### src/rtl/mw_pipe_stage_if.sv
// Handshake and payload bundle for the memory/writeback pipeline register.
// The stage uses the slave modport; the producer/consumer side uses master.
interface mw_pipe_stage_if #(
  parameter int unsigned DATA_W = 32,
  parameter int unsigned NCH    = 2,
  parameter int unsigned RD_W   = 5
);
  logic                  in_valid;
  logic                  in_ready;
  logic                  mwreg;
  logic                  mm2reg;
  logic [RD_W-1:0]       mrd;
  logic [NCH*DATA_W-1:0] mdata;
  logic                  out_valid;
  logic                  out_ready;
  logic                  wwreg;
  logic                  wm2reg;
  logic [RD_W-1:0]       wrd;
  logic [NCH*DATA_W-1:0] wdata;

  modport master (
    output in_valid, mwreg, mm2reg, mrd, mdata, out_ready,
    input  in_ready, out_valid, wwreg, wm2reg, wrd, wdata
  );

  modport slave (
    input  in_valid, mwreg, mm2reg, mrd, mdata, out_ready,
    output in_ready, out_valid, wwreg, wm2reg, wrd, wdata
  );
endinterface

### src/rtl/mw_pipe_stage.sv
// MEM/WB pipeline register with valid/ready flow control.
// Define MW_PIPE_STAGE_SKID_EN to add a one-entry skid buffer behind the output register.
module mw_pipe_stage #(
  parameter int unsigned DATA_W = 32,
  parameter int unsigned NCH    = 2,
  parameter int unsigned RD_W   = 5
) (
  input  logic           clock,
  input  logic           reset,
  input  logic           flush,
  mw_pipe_stage_if.slave bus,
  output logic [1:0]     count
);

  // Encoding doubles as the entry count.
  typedef enum logic [1:0] {
    S_EMPTY = 2'd0,
    S_ONE   = 2'd1,
    S_FULL  = 2'd2
  } occ_t;

  occ_t state, state_nxt;
  logic accept, consume, load_out;
  logic o_wreg;

`ifdef MW_PIPE_STAGE_SKID_EN
  logic                  load_skid, skid_to_out;
  logic                  rdy_q;
  logic                  sk_wreg, sk_m2reg;
  logic [RD_W-1:0]       sk_rd;
  logic [NCH*DATA_W-1:0] sk_data;

  assign bus.in_ready = rdy_q;
`else
  assign bus.in_ready = bus.out_ready | ~bus.out_valid;
`endif

  assign bus.out_valid = (state != S_EMPTY);
  assign bus.wwreg     = o_wreg & bus.out_valid;
  assign count         = state;

  always_ff @(posedge clock or negedge reset) begin
    if (!reset) state <= S_EMPTY;
    else        state <= state_nxt;
  end

  always_comb begin
    state_nxt = state;
    load_out  = 1'b0;
`ifdef MW_PIPE_STAGE_SKID_EN
    load_skid   = 1'b0;
    skid_to_out = 1'b0;
`endif
    accept  = bus.in_valid & bus.in_ready;
    consume = bus.out_valid & bus.out_ready;
    if (flush) begin
      state_nxt = S_EMPTY;
    end else begin
      case (state)
        S_EMPTY: if (accept) begin
          load_out  = 1'b1;
          state_nxt = S_ONE;
        end
        S_ONE: if (consume) begin
          if (accept) load_out  = 1'b1;
          else        state_nxt = S_EMPTY;
        end
`ifdef MW_PIPE_STAGE_SKID_EN
        else if (accept) begin
          load_skid = 1'b1;
          state_nxt = S_FULL;
        end
        S_FULL: if (consume) begin
          skid_to_out = 1'b1;
          state_nxt   = S_ONE;
        end
`endif
        default: state_nxt = state;
      endcase
    end
  end

  always_ff @(posedge clock or negedge reset) begin
    if (!reset) begin
      o_wreg     <= 1'b0;
      bus.wm2reg <= 1'b0;
      bus.wrd    <= '0;
      bus.wdata  <= '0;
    end else if (load_out) begin
      o_wreg     <= bus.mwreg;
      bus.wm2reg <= bus.mm2reg;
      bus.wrd    <= bus.mrd;
      bus.wdata  <= bus.mdata;
    end
`ifdef MW_PIPE_STAGE_SKID_EN
    else if (skid_to_out) begin
      o_wreg     <= sk_wreg;
      bus.wm2reg <= sk_m2reg;
      bus.wrd    <= sk_rd;
      bus.wdata  <= sk_data;
    end
`endif
  end

`ifdef MW_PIPE_STAGE_SKID_EN
  // Registered ready: low exactly while the skid slot will be occupied.
  always_ff @(posedge clock or negedge reset) begin
    if (!reset) rdy_q <= 1'b1;
    else        rdy_q <= (state_nxt != S_FULL);
  end

  always_ff @(posedge clock or negedge reset) begin
    if (!reset) begin
      sk_wreg  <= 1'b0;
      sk_m2reg <= 1'b0;
      sk_rd    <= '0;
      sk_data  <= '0;
    end else if (load_skid) begin
      sk_wreg  <= bus.mwreg;
      sk_m2reg <= bus.mm2reg;
      sk_rd    <= bus.mrd;
      sk_data  <= bus.mdata;
    end
  end
`endif

endmodule

### src/flat_wrapper.sv
// flat-port wrapper written by rule: the top's interface ports become plain ports
module mw_pipe_stage_flat 
#(
  parameter int unsigned DATA_W = 32,
  parameter int unsigned NCH    = 2,
  parameter int unsigned RD_W   = 5
)
  (clock, reset, flush, count, bus_in_valid, bus_mwreg, bus_mm2reg, bus_mrd, bus_mdata, bus_out_ready, bus_in_ready, bus_out_valid, bus_wwreg, bus_wm2reg, bus_wrd, bus_wdata);
  mw_pipe_stage_if #(.DATA_W(DATA_W), .NCH(NCH), .RD_W(RD_W)) bus_i ();
  input  logic clock;
  input  logic reset;
  input  logic flush;
  output logic [1:0] count;
  input wire logic [$bits(bus_i.in_valid)-1:0] bus_in_valid;
  input wire logic [$bits(bus_i.mwreg)-1:0] bus_mwreg;
  input wire logic [$bits(bus_i.mm2reg)-1:0] bus_mm2reg;
  input wire logic [$bits(bus_i.mrd)-1:0] bus_mrd;
  input wire logic [$bits(bus_i.mdata)-1:0] bus_mdata;
  input wire logic [$bits(bus_i.out_ready)-1:0] bus_out_ready;
  output wire logic [$bits(bus_i.in_ready)-1:0] bus_in_ready;
  output wire logic [$bits(bus_i.out_valid)-1:0] bus_out_valid;
  output wire logic [$bits(bus_i.wwreg)-1:0] bus_wwreg;
  output wire logic [$bits(bus_i.wm2reg)-1:0] bus_wm2reg;
  output wire logic [$bits(bus_i.wrd)-1:0] bus_wrd;
  output wire logic [$bits(bus_i.wdata)-1:0] bus_wdata;
  assign bus_i.in_valid = bus_in_valid;
  assign bus_i.mwreg = bus_mwreg;
  assign bus_i.mm2reg = bus_mm2reg;
  assign bus_i.mrd = bus_mrd;
  assign bus_i.mdata = bus_mdata;
  assign bus_i.out_ready = bus_out_ready;
  assign bus_in_ready = bus_i.in_ready;
  assign bus_out_valid = bus_i.out_valid;
  assign bus_wwreg = bus_i.wwreg;
  assign bus_wm2reg = bus_i.wm2reg;
  assign bus_wrd = bus_i.wrd;
  assign bus_wdata = bus_i.wdata;
  mw_pipe_stage #(.DATA_W(DATA_W), .NCH(NCH), .RD_W(RD_W)) u_core (.clock(clock), .reset(reset), .flush(flush), .bus(bus_i), .count(count));
endmodule
### config.mk
export PLATFORM = sky130hd
export DESIGN_NAME = mw_pipe_stage_flat
export DESIGN_NICKNAME = d
export VERILOG_FILES = /design/src/rtl/mw_pipe_stage_if.sv /design/src/rtl/mw_pipe_stage.sv /design/src/flat_wrapper.sv
export SDC_FILE = /design/constraint.sdc
export NUM_CORES = 1
export LEC_CHECK = 0
export CAP_MARGIN = 20
export CELL_PAD_IN_SITES_DETAIL_PLACEMENT = 1
export CELL_PAD_IN_SITES_GLOBAL_PLACEMENT = 2
export CORE_MARGIN = 8
export CORE_UTILIZATION = 29
export DETAILED_ROUTE_END_ITERATION = 7
export PLACE_DENSITY = 0.95
export SYNTH_ARGS = -nofsm -noshare
export SYNTH_HDL_FRONTEND = slang
export SYNTH_SLANG_ARGS = --single-unit
export TNS_END_PERCENT = 1
### constraint.sdc
create_clock -name clock -period 2.2 [get_ports clock]
set_input_delay 0.44 -clock clock [delete_from_list [all_inputs] [get_ports clock]]
set_output_delay 0.44 -clock clock [all_outputs]
set_load 0.05 [all_outputs]
# --- After elaboration in Yosys (flattened, before gate mapping) ---
# Index checks and enable logic that the tools add are counted.
# Widths: inputs -> output; s select.
word_totals:
  out_inout_bits: 75
  elab_cells: 27
  inputBits: 76
  ff_bits: 73
op_classes:
  bitwise: 5
  mux: 9
  reduce_logical: 4
  eq_ne: 4
ops:
  columns: ["cell", "n"]
  rows:
  - ["$mux 2", 4]
  - ["$ne 3x2->1 const B", 2]
  - ["$pmux 2 s2", 1]
  - ["$reduce_and 4->1", 1]
  - ["$and 1x1->1", 3]
  - ["$mux 1", 3]
  - ["$ne 3x3->1 const B", 1]
  - ["$reduce_bool 3->1", 1]
  - ["$eq 2x1->1 const B", 1]
  - ["$logic_not 2->1", 1]
  - ["$pmux 1 s2", 1]
  - ["$reduce_bool 2->1", 1]
  - ["$not 1->1", 1]
  - ["$or 1x1->1", 1]

# --- Logic depth before layout (Yosys ltp) ---
depth:
  word_depth: 8
  depth_mapped: 5
  depth_no_buf: 3

# --- Worst setup path after synthesis ---
# OpenSTA, ideal clock, no wires.
synth_timing:
  path_kind: "register -> register"
  start: "register u_core.state[0], in the netlist u_core.count[0]"
  end: "register u_core.bus.wdata[0]"
  t_arrival_ps: 1585
  period_less_slack_ps: 1710
  path_stages_with_launch: 6
  path_slack_ps: 490
  n_path_buf: 2
  t_required_ps: 2075
  setup_time_ps: 125
  path_cell_list: "dfrtp_1 > nor2b_4 > nor3b_2 > buf_6 > buf_12 > mux2_4"
synth_via:
  elab_chain_cells: 8
  elab_cells_between_ends: 11
  cone_classes: "eq/ne (1); mux (4); bitwise (4); reduce/logical (2)"
synth_rtl:
  columns: ["element", "line_no", "text"]
  rows:
  - ["start, declared", "mw_pipe_stage.sv:22", "occ_t state, state_nxt;"]
  - ["start signal, assigned", "mw_pipe_stage.sv:44", "else state <= state_nxt;"]
  - ["$reduce_bool 2->1", "mw_pipe_stage.sv:38", "assign bus.out_valid = (state != S_EMPTY);"]
  - ["$not 1->1", "mw_pipe_stage.sv:35", "assign bus.in_ready = bus.out_ready | ~bus.out_valid;"]
  - ["$or 1x1->1", "mw_pipe_stage.sv:35", null]
  - ["$and 1x1->1", "mw_pipe_stage.sv:54", "accept = bus.in_valid & bus.in_ready;"]
  - ["$mux 1", "mw_pipe_stage.sv:60, mw_pipe_stage.sv:65", null]
  - ["$mux 1", "mw_pipe_stage.sv:64", "S_ONE: if (consume) begin"]
  - ["$pmux 1 s2 *", "mw_pipe_stage.sv:59", "case (state)"]
  - ["$mux 1 *", "mw_pipe_stage.sv:56", "if (flush) begin"]
  - ["end signal, assigned", "mw_pipe_stage.sv:93", "bus.wdata <= bus.mdata;"]
  - ["end, declared", "mw_pipe_stage_if.sv:28", "output in_ready, out_valid, wwreg, wm2reg, wrd, wdata"]
# Every way passes the cells marked *; elsewhere a longest branch is shown, timed or not.
# A chain may end at the register's enable or synchronous reset.

# --- Final worst setup path ---
layout_timing:
  start: "register u_core.state[0], in the netlist u_core.count[0]"
  end: "output bus_wwreg"
layout_via:
  elab_chain_cells: 2
layout_rtl:
  columns: ["element", "line_no", "text"]
  rows:
  - ["$reduce_bool 2->1", "mw_pipe_stage.sv:38", null]
  - ["$and 1x1->1", "mw_pipe_stage.sv:39", "assign bus.wwreg = o_wreg & bus.out_valid;"]
  - ["end, declared", "flat_wrapper.sv:22", "output wire logic [$bits(bus_i.wwreg)-1:0] bus_wwreg;"]
# No other way between the ends.

==> impl_results.md <==
- Port Buf Inserts: 149
- Detailed Place HPWL: 6196 um
- Worst Hold Class: in2async
- # DRC: 0
- Min setup slack post-route: 81.61 ps
- Chip width: 119.0 um
- Core box area: 10320 um2
- Tcrit/Tclk final: 96.29%
- Yosys top cell area share: 58.51%
- Max_cap viols: 0
- Final hold slack: 217.7 ps
- CTS buffer count: 9
- Peak supply drop: 0.0003824 V
- Final setup fails: 0
- Nets: 390
- CTS tree: yes
- Routed wl met2: 4140 um
- CTS resizes: 0
- Clock-pin slew on the worst setup and hold paths: 80 ps
- GPL Wtd Cong: 0.6368
- Sum Neg Setup Slack: 0 ps
- Critical setup path kind: reg2out
- H-tree lvl count: 3
- Final Hold Viols: 0
- First-pass GRT wire length: 13720 um
- Fin. max-slew vios: 0
- Post-synth top area cell: dfrtp_1
- Clock Tree Root: clkbuf_8
- I/O pin count: 151
- Met3 WL: 641 um
- Worst-Skew Late Latency: 330 ps
- Hold Buf Count CTS: 0
- CP Max Fanout: 4
- Worst clock skew: 10.24 ps
- Worst Path Arrival: 1680 ps
- Antenna Violating Nets Remaining: 0
- Ant diodes: 0
- Commonest non-fill, non-tap cells in the layout: clkdlybuf4s50_1 (147), dfrtp_1 (72), mux2_4 (70)
- Max clock buf depth: 2
- Inst Count DP: 439
- Overflow after GRT: 0
- Least-Margin Pin Slew: 936.9 ps
- CP required: 1760 ps
- DRT Pass-1 Iters: 2
- CP endpoint kind: output port
- Pre-CTS WS: 72.16 ps
- Post-synthesis cell area: 3079 um2
- Number of global-route vias before repair: 2446
- Critical Path Slowest Stage Cell: clkdlybuf4s50_1
- FMAX: 472.1 MHz
- Syn Inst Count: 160
- Synth top area cells: dfrtp_1 (59%), mux2_4 (34%), buf_12 (4.6%), buf_4 (0.49%), nor2b_4 (0.45%)
- Syn Nets: 236
- Sequential-to-total area share from yosys stat: 58.51%
- Slowest stage delay, CP: 790 ps
- Post-synthesis cell type count: 12
- Startpoint types: flop
- Die height: 119.0 um
- Die area: 14170 um2
- Largest net degree at the start of global routing: 73
- Via count: 1940
- Area Growth Syn to Fin: 56.81%
- Ys Warns: 0
- Post-CTS setup buffer count: 0
- Seq cells post-synth: 72
- Layout Cells excl Fill: 454
- Status: complete, no violations
- Clk sink count: 72
- Layout cells sized above 1: 29.87%
- Routed len/inst: 18.68 um
- Row cnt: 37
- Relative slew slack: 37.54%
- Leak: 2.100 nW
- Critical-path cell list: and2_2, clkdlybuf4s50_1
- Metal1 wirelength: 3587 um
- Fin util: 46.77%
- Post-Syn Area per Cell: 19.25 um2
- Most common cell after layout, fill and taps aside: clkdlybuf4s50_1
- Initial Utilization: 29.83%
- RSZ-0062 raised after global routing: no
- DR top layer: met4
- Via density: 4.273
- Period minus WS final: 2118 ps
- Initial antenna violation count: 0
- Tot GR Track Use: 12.08%
- DRT iter0 DRCs: 44
- Power per Cell Area: 951.2 nW/um2
- Overall routed net length: 8481 um
critical path, delay by kind of cell, from the launching register on:
kind,cells,cell delay [ps]
buffers and inverters,1,790
flip-flops,1,390
AND/OR/NAND/NOR,1,150
path summary, 6_finish.rpt:
kind	start	to	slack [ps]	depth (start not counted)
worst max-delay path	u_core.count[0]	bus_wwreg	80	2
min in group clock	u_core.bus.wdata[48]	u_core.bus.wdata[48]	510	1
max in group asynchronous	reset	u_core.bus.wdata[7]	1340	1
worst max register to register	u_core.count[0]	u_core.bus.wdata[53]	530	4
worst min-delay path	reset	u_core.bus.wdata[18]	220	1
worst min register to register	u_core.bus.wdata[48]	u_core.bus.wdata[48]	510	1
cell usage after synthesis:
| library cell | count |
|---|---|
| nor2_1 | 2 |
| inv_1 | 1 |
| dfrtp_1 | 72 |
| buf_12 | 7 |
| buf_6 | 1 |
| mux2_2 | 1 |
| buf_4 | 2 |
| mux2_4 | 70 |
| nor2b_4 | 1 |
| and2_2 | 1 |
| nor3b_2 | 1 |
| conb_1 | 1 |
layer usage:
layer	vias to the layer above	GRT usage, %
li1	850	-
met1	988	13.80
met2	90	20.27
met3	12	4.676
met4	0	4.111
met5	-	0
state kept, by name, summed over array words and instances (netlist names):
| register | cells |
|---|---|
| u_core.o_wreg | 1 |
| u_core.count | 1 |
| u_core.bus.wm2reg | 1 |
| u_core.bus.wdata | 64 |
| u_core.bus.wrd | 5 |
metrics by stage:
step	cell area [um2]	power, W
3_5_place_dp	4643	0.003616
5_1_grt	4828	0.004804
4_1_cts	4828	0.004671
2_1_floorplan	3079	0.002909
3_3_place_gp	4643	0.003586
6_report	4828	0.004593
power by group:
part,total [W],switching [W],internal [W]
sequential,0.00168,0.000137,0.00155
combinational,0.00189,0.00109,0.000807
clock,0.00101,0.000501,0.000514
kinds of logic after synthesis:
logic type	count (synthesis)	share of synthesized area, %
buffers and inverters	11	5.526
flip-flops	72	58.51
multiplexers	71	34.50
other	1	0.1218
AND/OR/NAND/NOR	5	1.341
layout make-up:
| type | instances | area (um2) |
|---|---|---|
| clock buffers | 9 | 123.9 |
| multi-input cells | 77 | 1114 |
| fillers | 1046 | 5495 |
| repair buffers | 153 | 1554 |
| clock inverters | 6 | 61.31 |
| flip-flops and latches | 72 | 1802 |
| inverters | 1 | 3.754 |
| well taps | 136 | 170.2 |
Note: power is estimated with default switching activity, not from simulation.
